$ cat src/rtl/multi_cycle_ctrl_pkg.sv
// Shared encodings for the multi-cycle CPU controller: opcodes, function codes,
// datapath select/ALU encodings, state codes and the decoded-instruction record.
package multi_cycle_ctrl_pkg;

  localparam logic [5:0] OP_RTYPE = 6'b000000;
  localparam logic [5:0] OP_ADDI  = 6'b001000;
  localparam logic [5:0] OP_ORI   = 6'b001101;
  localparam logic [5:0] OP_LW    = 6'b100011;
  localparam logic [5:0] OP_SW    = 6'b101011;
  localparam logic [5:0] OP_BEQ   = 6'b000100;
  localparam logic [5:0] OP_BNE   = 6'b000101;
  localparam logic [5:0] OP_BGTZ  = 6'b000111;
  localparam logic [5:0] OP_J     = 6'b000010;
  localparam logic [5:0] OP_HALT  = 6'b111111;

  localparam logic [5:0] FN_ADD = 6'b100000;
  localparam logic [5:0] FN_SUB = 6'b100010;
  localparam logic [5:0] FN_AND = 6'b100100;
  localparam logic [5:0] FN_OR  = 6'b100101;
  localparam logic [5:0] FN_SLT = 6'b101010;
  localparam logic [5:0] FN_SLL = 6'b000000;

  typedef enum logic [1:0] {
    PC_NEXT = 2'b00,
    PC_REL  = 2'b01,
    PC_ABS  = 2'b10,
    PC_HALT = 2'b11
  } pcSel_t;

  typedef enum logic [2:0] {
    ALU_ADD = 3'b000,
    ALU_SUB = 3'b001,
    ALU_SLL = 3'b010,
    ALU_OR  = 3'b011,
    ALU_AND = 3'b100,
    ALU_SLT = 3'b101
  } aluOp_t;

  localparam logic SRCA_RS   = 1'b0;
  localparam logic SRCA_SA   = 1'b1;
  localparam logic SRCB_RT   = 1'b0;
  localparam logic SRCB_IMMD = 1'b1;
  localparam logic DB_ALU    = 1'b0;
  localparam logic DB_DM     = 1'b1;
  localparam logic REGDST_RT = 1'b0;
  localparam logic REGDST_RD = 1'b1;
  localparam logic EXT_ZERO  = 1'b0;
  localparam logic EXT_SIGN  = 1'b1;

  typedef enum logic [2:0] {
    ST_IF   = 3'b000,
    ST_ID   = 3'b001,
    ST_EXE  = 3'b010,
    ST_MEM  = 3'b011,
    ST_WB   = 3'b100,
    ST_HALT = 3'b101
  } state_t;

  typedef enum logic [2:0] {
    CL_R, CL_IMM, CL_LW, CL_SW, CL_BR, CL_J, CL_HALT, CL_UNDEF
  } instClass_t;

  typedef enum logic [1:0] {BR_EQ, BR_NE, BR_GTZ, BR_NONE} brKind_t;

  typedef struct packed {
    instClass_t cls;
    brKind_t    br;
    logic       aluSrcA;
    logic       aluSrcB;
    logic       db;
    logic       regDst;
    logic       extSel;
    aluOp_t     aluOp;
  } decode_t;

  // BGTZ only looks at the sign flag; a zero result counts as taken.
  function automatic logic brTaken(brKind_t kind, logic zero, logic sign);
    case (kind)
      BR_EQ:   return zero;
      BR_NE:   return !zero;
      BR_GTZ:  return !sign;
      default: return 1'b0;
    endcase
  endfunction

endpackage

$ cat src/rtl/mc_decode.sv
// Pure combinational instruction decode: Op/Func -> instruction class and
// datapath select values.
module mc_decode
  import multi_cycle_ctrl_pkg::*;
(
  input  logic [5:0] Op,
  input  logic [5:0] Func,
  output decode_t    dec
);

  always_comb begin
    dec = '{cls: CL_UNDEF, br: BR_NONE, aluSrcA: SRCA_RS, aluSrcB: SRCB_RT,
            db: DB_ALU, regDst: REGDST_RD, extSel: EXT_SIGN, aluOp: ALU_ADD};
    case (Op)
      OP_RTYPE: begin
        dec.cls = CL_R;
        case (Func)
          FN_ADD: dec.aluOp = ALU_ADD;
          FN_SUB: dec.aluOp = ALU_SUB;
          FN_AND: dec.aluOp = ALU_AND;
          FN_OR:  dec.aluOp = ALU_OR;
          FN_SLT: dec.aluOp = ALU_SLT;
          FN_SLL: begin
            dec.aluOp   = ALU_SLL;
            dec.aluSrcA = SRCA_SA;
          end
          default: dec.aluOp = ALU_ADD;
        endcase
      end
      OP_ADDI: begin
        dec.cls     = CL_IMM;
        dec.aluSrcB = SRCB_IMMD;
        dec.regDst  = REGDST_RT;
      end
      OP_ORI: begin
        dec.cls     = CL_IMM;
        dec.aluSrcB = SRCB_IMMD;
        dec.regDst  = REGDST_RT;
        dec.extSel  = EXT_ZERO;
        dec.aluOp   = ALU_OR;
      end
      OP_LW: begin
        dec.cls     = CL_LW;
        dec.aluSrcB = SRCB_IMMD;
        dec.db      = DB_DM;
        dec.regDst  = REGDST_RT;
      end
      OP_SW: begin
        dec.cls     = CL_SW;
        dec.aluSrcB = SRCB_IMMD;
      end
      OP_BEQ: begin
        dec.cls   = CL_BR;
        dec.br    = BR_EQ;
        dec.aluOp = ALU_SUB;
      end
      OP_BNE: begin
        dec.cls   = CL_BR;
        dec.br    = BR_NE;
        dec.aluOp = ALU_SUB;
      end
      OP_BGTZ: begin
        dec.cls   = CL_BR;
        dec.br    = BR_GTZ;
        dec.aluOp = ALU_SUB;
      end
      OP_J:    dec.cls = CL_J;
      OP_HALT: dec.cls = CL_HALT;
      default: dec.cls = CL_UNDEF;
    endcase
  end

endmodule

$ cat src/rtl/multi_cycle_ctrl.sv
// Multi-cycle CPU sequencer: IF/ID/EXE/MEM/WB state machine, per-state enables,
// PC select and a retired-instruction counter.
module multi_cycle_ctrl
  import multi_cycle_ctrl_pkg::*;
#(
  parameter int CNT_W = 32
) (
  input  logic             CLK,
  input  logic             RST,
  input  logic [5:0]       Op,
  input  logic [5:0]       Func,
  input  logic             ZERO,
  input  logic             SIGN,
  output logic             IRWre,
  output logic             PCWre,
  output logic [1:0]       PCSel,
  output logic             RegWr,
  output logic             nRD,
  output logic             nWR,
  output logic             ALUSrcA,
  output logic             ALUSrcB,
  output logic             DB,
  output logic             RegDst,
  output logic             ExtSel,
  output logic [2:0]       ALUop,
  output logic [2:0]       State,
  output logic             Halted,
  output logic [CNT_W-1:0] RetireCnt
);

  state_t  state, nextState;
  decode_t dec;
  pcSel_t  pcSel;
  logic    irWre, pcWre, regWr, nRd, nWr;

  mc_decode uDecode (
    .Op  (Op),
    .Func(Func),
    .dec (dec)
  );

  always_ff @(posedge CLK) begin
    if (RST) begin
      state     <= ST_IF;
      RetireCnt <= '0;
    end else begin
      state <= nextState;
      if (pcWre) RetireCnt <= RetireCnt + CNT_W'(1);
    end
  end

  // Raw Moore enables; pcWre marks the final state of each instruction.
  always_comb begin
    nextState = ST_IF;
    irWre     = 1'b0;
    pcWre     = 1'b0;
    regWr     = 1'b0;
    nRd       = 1'b1;
    nWr       = 1'b1;
    pcSel     = PC_NEXT;
    case (state)
      ST_IF: begin
        nextState = ST_ID;
        irWre     = 1'b1;
      end
      ST_ID: begin
        case (dec.cls)
          CL_J: begin
            nextState = ST_IF;
            pcWre     = 1'b1;
            pcSel     = PC_ABS;
          end
          CL_HALT: nextState = ST_HALT;
          default: nextState = ST_EXE;
        endcase
      end
      ST_EXE: begin
        case (dec.cls)
          CL_LW, CL_SW:  nextState = ST_MEM;
          CL_R, CL_IMM:  nextState = ST_WB;
          default: begin
            nextState = ST_IF;
            pcWre     = 1'b1;
            pcSel     = brTaken(dec.br, ZERO, SIGN) ? PC_REL : PC_NEXT;
          end
        endcase
      end
      ST_MEM: begin
        if (dec.cls == CL_LW) begin
          nextState = ST_WB;
          nRd       = 1'b0;
        end else begin
          nextState = ST_IF;
          nWr       = (dec.cls == CL_SW) ? 1'b0 : 1'b1;
          pcWre     = 1'b1;
        end
      end
      ST_WB: begin
        nextState = ST_IF;
        regWr     = 1'b1;
        pcWre     = 1'b1;
      end
      ST_HALT: begin
        nextState = ST_HALT;
        pcSel     = PC_HALT;
      end
      default: nextState = ST_IF;
    endcase
  end

  // Reset must kill every side effect in the same cycle it is asserted.
  assign IRWre   = irWre & ~RST;
  assign PCWre   = pcWre & ~RST;
  assign RegWr   = regWr & ~RST;
  assign nRD     = nRd | RST;
  assign nWR     = nWr | RST;
  assign PCSel   = pcSel;
  assign ALUSrcA = dec.aluSrcA;
  assign ALUSrcB = dec.aluSrcB;
  assign DB      = dec.db;
  assign RegDst  = dec.regDst;
  assign ExtSel  = dec.extSel;
  assign ALUop   = dec.aluOp;
  assign State   = state;
  assign Halted  = (state == ST_HALT);

endmodule

$ cat config.mk
export PLATFORM = sky130hd
export DESIGN_NAME = multi_cycle_ctrl
export DESIGN_NICKNAME = d
export VERILOG_FILES = /design/src/rtl/multi_cycle_ctrl_pkg.sv /design/src/rtl/mc_decode.sv /design/src/rtl/multi_cycle_ctrl.sv
export SDC_FILE = /design/constraint.sdc
export NUM_CORES = 1
export LEC_CHECK = 0
export CAP_MARGIN = 20
export CORE_MARGIN = 5
export CORE_UTILIZATION = 43
export CTS_CLUSTER_SIZE = 20
export DETAILED_ROUTE_END_ITERATION = 16
export PLACE_DENSITY = 0.84
export SLEW_MARGIN = 20
export SYNTH_ARGS = -nofsm -noshare
export SYNTH_HDL_FRONTEND = slang
export SYNTH_SLANG_ARGS = --single-unit
$ cat constraint.sdc
create_clock -name CLK -period 1.87 [get_ports CLK]
set_input_delay 0.374 -clock CLK [delete_from_list [all_inputs] [get_ports CLK]]
set_output_delay 0.374 -clock CLK [all_outputs]
set_load 0.03 [all_outputs]
==> flow_summary.json, run 1 <==
{
  "start_util_pct": 43.5,
  "rows": 26,
  "port-buffer-count": 66,
  "grt_max_degree": 23,
  "drv_cap": 0,
  "use_met3_pct": 4.82,
  "busiest_layer": "met2",
  "fmax_ghz": 0.472,
  "register_area_um2": 727,
  "cts_tree": "done",
  "worst_pin_slew_ps": 386,
  "gp_congestion": 0.927,
  "hold_slack_ps": 520,
  "yosysWarnings": 0,
  "postSynth.asyncResetShare_pct": 0,
  "synth_top_family_by_area": "simple AND/OR/NAND/NOR gates",
  "start_kind": "primary input",
  "failed_checks": "negative setup slack",
  "drtPass1Iterations": 5,
  "io_pins": 67,
  "period_needed_ps": 2120,
  "status": "complete, but fails checks",
  "floorplan.die.width_um": 81.5,
  "multi_input_area_mm2": 0.00172,
  "die_y_um": 81.5,
  "fin_nets": 433,
  "use_met1_pct": 29.1,
  "clock_path_buffers": 2,
  "drive_gt1_share_pct": 46.0,
  "total_power_w": 0.00184,
  "crit_path_end_kind": "primary output",
  "finalCritPeriodShare_pct": 113,
  "leakagePower_nw": 1.68,
  "overflow": 0,
  "final.setup.worst_slack_ps": -250,
  "cts_sinks": 35,
  "cts.htree.levels": 2,
  "clk_pin_slew_ps": 70,
  "grtUsageMet2_pct": 45.1,
  "syn_nets": 288,
  "viasPerCell": 6.19,
  "n_fill_cell": 268,
  "track_usage_pct": 24.7,
  "finalHoldViolCount": 0,
  "clock_skew_ps": 10.1,
  "wl_um": 10300,
  "cp_max_fo": 5,
  "synthMuxAreaShare_pct": 1.14,
  "rsz0062_at_grt": "yes",
  "syn_inst": 271,
  "synthAdderAreaFrac_pct": 0.570,
  "syn_to_final_growth_pct": 89.5,
  "irDropWorstVdd_mv": 0.616,
  "synth-simple-area-share_pct": 30.3,
  "antenna_found_initial": 0,
  "dp_hpwl_um": 5290,
  "holdCritPathClass": "register to register",
  "hold_buffers": 0,
  "final-setup-viol-count": 29,
  "vias": 3016,
  "avgSynthCellArea_um2": 8.10,
  "drc": 0,
  "drt_iter0_drc": 169,
  "seq_area_frac_synth_pct": 31.9,
  "wl_per_cell_um": 21.2,
  "ys_ff_latch": 35,
  "synth_area_mm2": 0.00220,
  "die_area_mm2": 0.00664,
  "synth_compound_area_share_pct": 20.6,
  "cts_buffers": 5,
  "clk-insertion-delay-late_ps": 310,
  "ys_types": 51,
  "synth_edf_count": 0,
  "arrival_ps": 1750,
  "maxSlewHeadroom_pct": 74.2,
  "critical_path_class": "primary input to primary output",
  "worstPathRequired_ps": 1500,
  "grt_pass1_wl_um": 12800,
  "cts-root-buf": "clkbuf_8",
  "diodes": 0,
  "drv_slew": 0,
  "synth_xor_area_share_pct": 8.77,
  "synth-main-ff-cell": "dfxtp_1",
  "grt_pass1_vias": 2663,
  "powerDensity_mw_per_mm2": 442,
  "core_mm2": 0.00504,
  "antenna_left": 0
}
-- registers in the layout (all words and copies together), names as in the netlist --
name	flops
RetireCnt	32
State	3
-- cell type report --
type | instances | area share, %
Multi-Input combinational cell | 209 | 41.4
Timing Repair Buffer | 157 | 36.3
Sequential cell | 35 | 17.5
Tap cell | 70 | 2.11
Clock buffer | 6 | 1.74
Inverter | 8 | 0.722
Clock inverter | 2 | 0.301
-- per-stage QoR --
stage                     TNS (ps)  instances  cell area (um2)  worst slack, ps  utilization [%]
after floorplan              -1100        271             2410            -91.4                -
after global placement      -29160        456             3470             -798             68.8
after detailed placement    -30990        456             3470             -857             68.8
after CTS                    -2090        479             3820             -224             75.9
after global routing         -4060        487             4160             -285             82.5
final                        -2700        487             4160             -250             82.5
-- synth_stat cells (3+ instances only) --
| cell type | number | area, um2 |
|---|---|---|
| a21oi_1 | 16 | 80.1 |
| and2_1 | 3 | 18.8 |
| and3_1 | 10 | 62.6 |
| and4_1 | 7 | 61.3 |
| buf_2 | 4 | 20.0 |
| buf_4 | 3 | 22.5 |
| buf_6 | 4 | 45.0 |
| clkbuf_1 | 8 | 30.0 |
| dfxtp_1 | 35 | 701 |
| inv_1 | 8 | 30.0 |
| nand2_1 | 16 | 60.1 |
| nand3_1 | 11 | 55.1 |
| nand4_1 | 4 | 25.0 |
| nor2_1 | 35 | 131 |
| nor3_1 | 9 | 45.0 |
| o2111ai_1 | 11 | 96.3 |
| o211ai_1 | 4 | 30.0 |
| o21ai_0 | 15 | 75.1 |
| or3_1 | 9 | 56.3 |
| or4_1 | 3 | 22.5 |
| xor2_1 | 20 | 175 |
-- routing by layer --
layer	part of all wire [%]	wire (um)	vias up
met5	0	0	-
met3	8.1	841	63
met2	51	5300	188
met1	36	3760	1478
met4	4.2	434	0
li1	-	-	1287
-- where the power goes --
group,internal [W],switching (W)
logic,0.000237,0.000263
registers,0.000752,0.0000176
clock network,0.000260,0.000308
-- critical path: stages --
cell      delay, ps
buf_6           100
buf_6           130
buf_6           120
o41ai_4         400
o221ai_4        160
buf_6           150
nor2_4          130
nor2_4           40
buf_6           140
-- worst paths after layout --
path / from / to / slack (ps) / depth (start not counted)
setup / recovery: Op[3] / PCWre / -250 / 9
hold / removal: RetireCnt[20]$_SDFFE_PP0P_ / RetireCnt[20]$_SDFFE_PP0P_ / 520 / 2
hold reg to reg: RetireCnt[20]$_SDFFE_PP0P_ / RetireCnt[20]$_SDFFE_PP0P_ / 520 / 2
setup reg to reg: RetireCnt[8]$_SDFFE_PP0P_ / RetireCnt[24]$_SDFFE_PP0P_ / -190 / 6
-- cells by family after synthesis --
| logic type | after synthesis |
|---|---|
| xor gates and xnor gates | 22 |
| buffers and inverters | 27 |
| adders and majority gates | 1 |
| AOI/OAI and AO/OA | 62 |
| DFF | 35 |
| and+or+nand+nor | 122 |
| muxes | 2 |
-- layout by cell type (no fill, tap or decap), drive strengths merged, types with 2 or more instances in the layout --
master,netlist,final
nor3,11,11
or3,9,9
o22ai,2,2
o211ai,6,6
clkdlybuf4s50,0,36
nor2,36,36
and2,3,3
nor4,2,2
nor3b,2,2
dfxtp,35,35
o31ai,2,2
o221ai,2,2
nand2,16,16
dlygate4sd2,0,2
o21ai,15,15
a211oi,2,2
o2111ai,11,11
dlymetal6s2s,0,6
and3,10,10
buf,11,111
and4,7,7
a21oi,16,16
inv,8,8
or4,4,4
nand4b,2,2
xnor2,2,2
nand3,12,12
clkbuf,8,7
nand4,4,4
xor2,20,20
-- timing repair --
| item | 4_1_cts | 5_1_grt |
|---|---|---|
| resized for setup | 73 | 69 |
| setup buffers | 15 | 12 |
| gates cloned | 1 | 1 |
| endpoints found under the setup margin | 48 | 46 |
| pin swaps | 40 | 44 |
(Power assumes the default switching activity.)
==> run 2, diff against run 1 <==
--- a/config.mk
+++ b/config.mk
@@ -5,7 +5,6 @@
 export SDC_FILE = /design/constraint.sdc
 export NUM_CORES = 1
 export LEC_CHECK = 0
-export CAP_MARGIN = 20
 export CORE_MARGIN = 5
 export CORE_UTILIZATION = 43
 export CTS_CLUSTER_SIZE = 20
==> results of run 2 <==
Same layout as run 1: the final DEF is identical, and so are final timing and power.
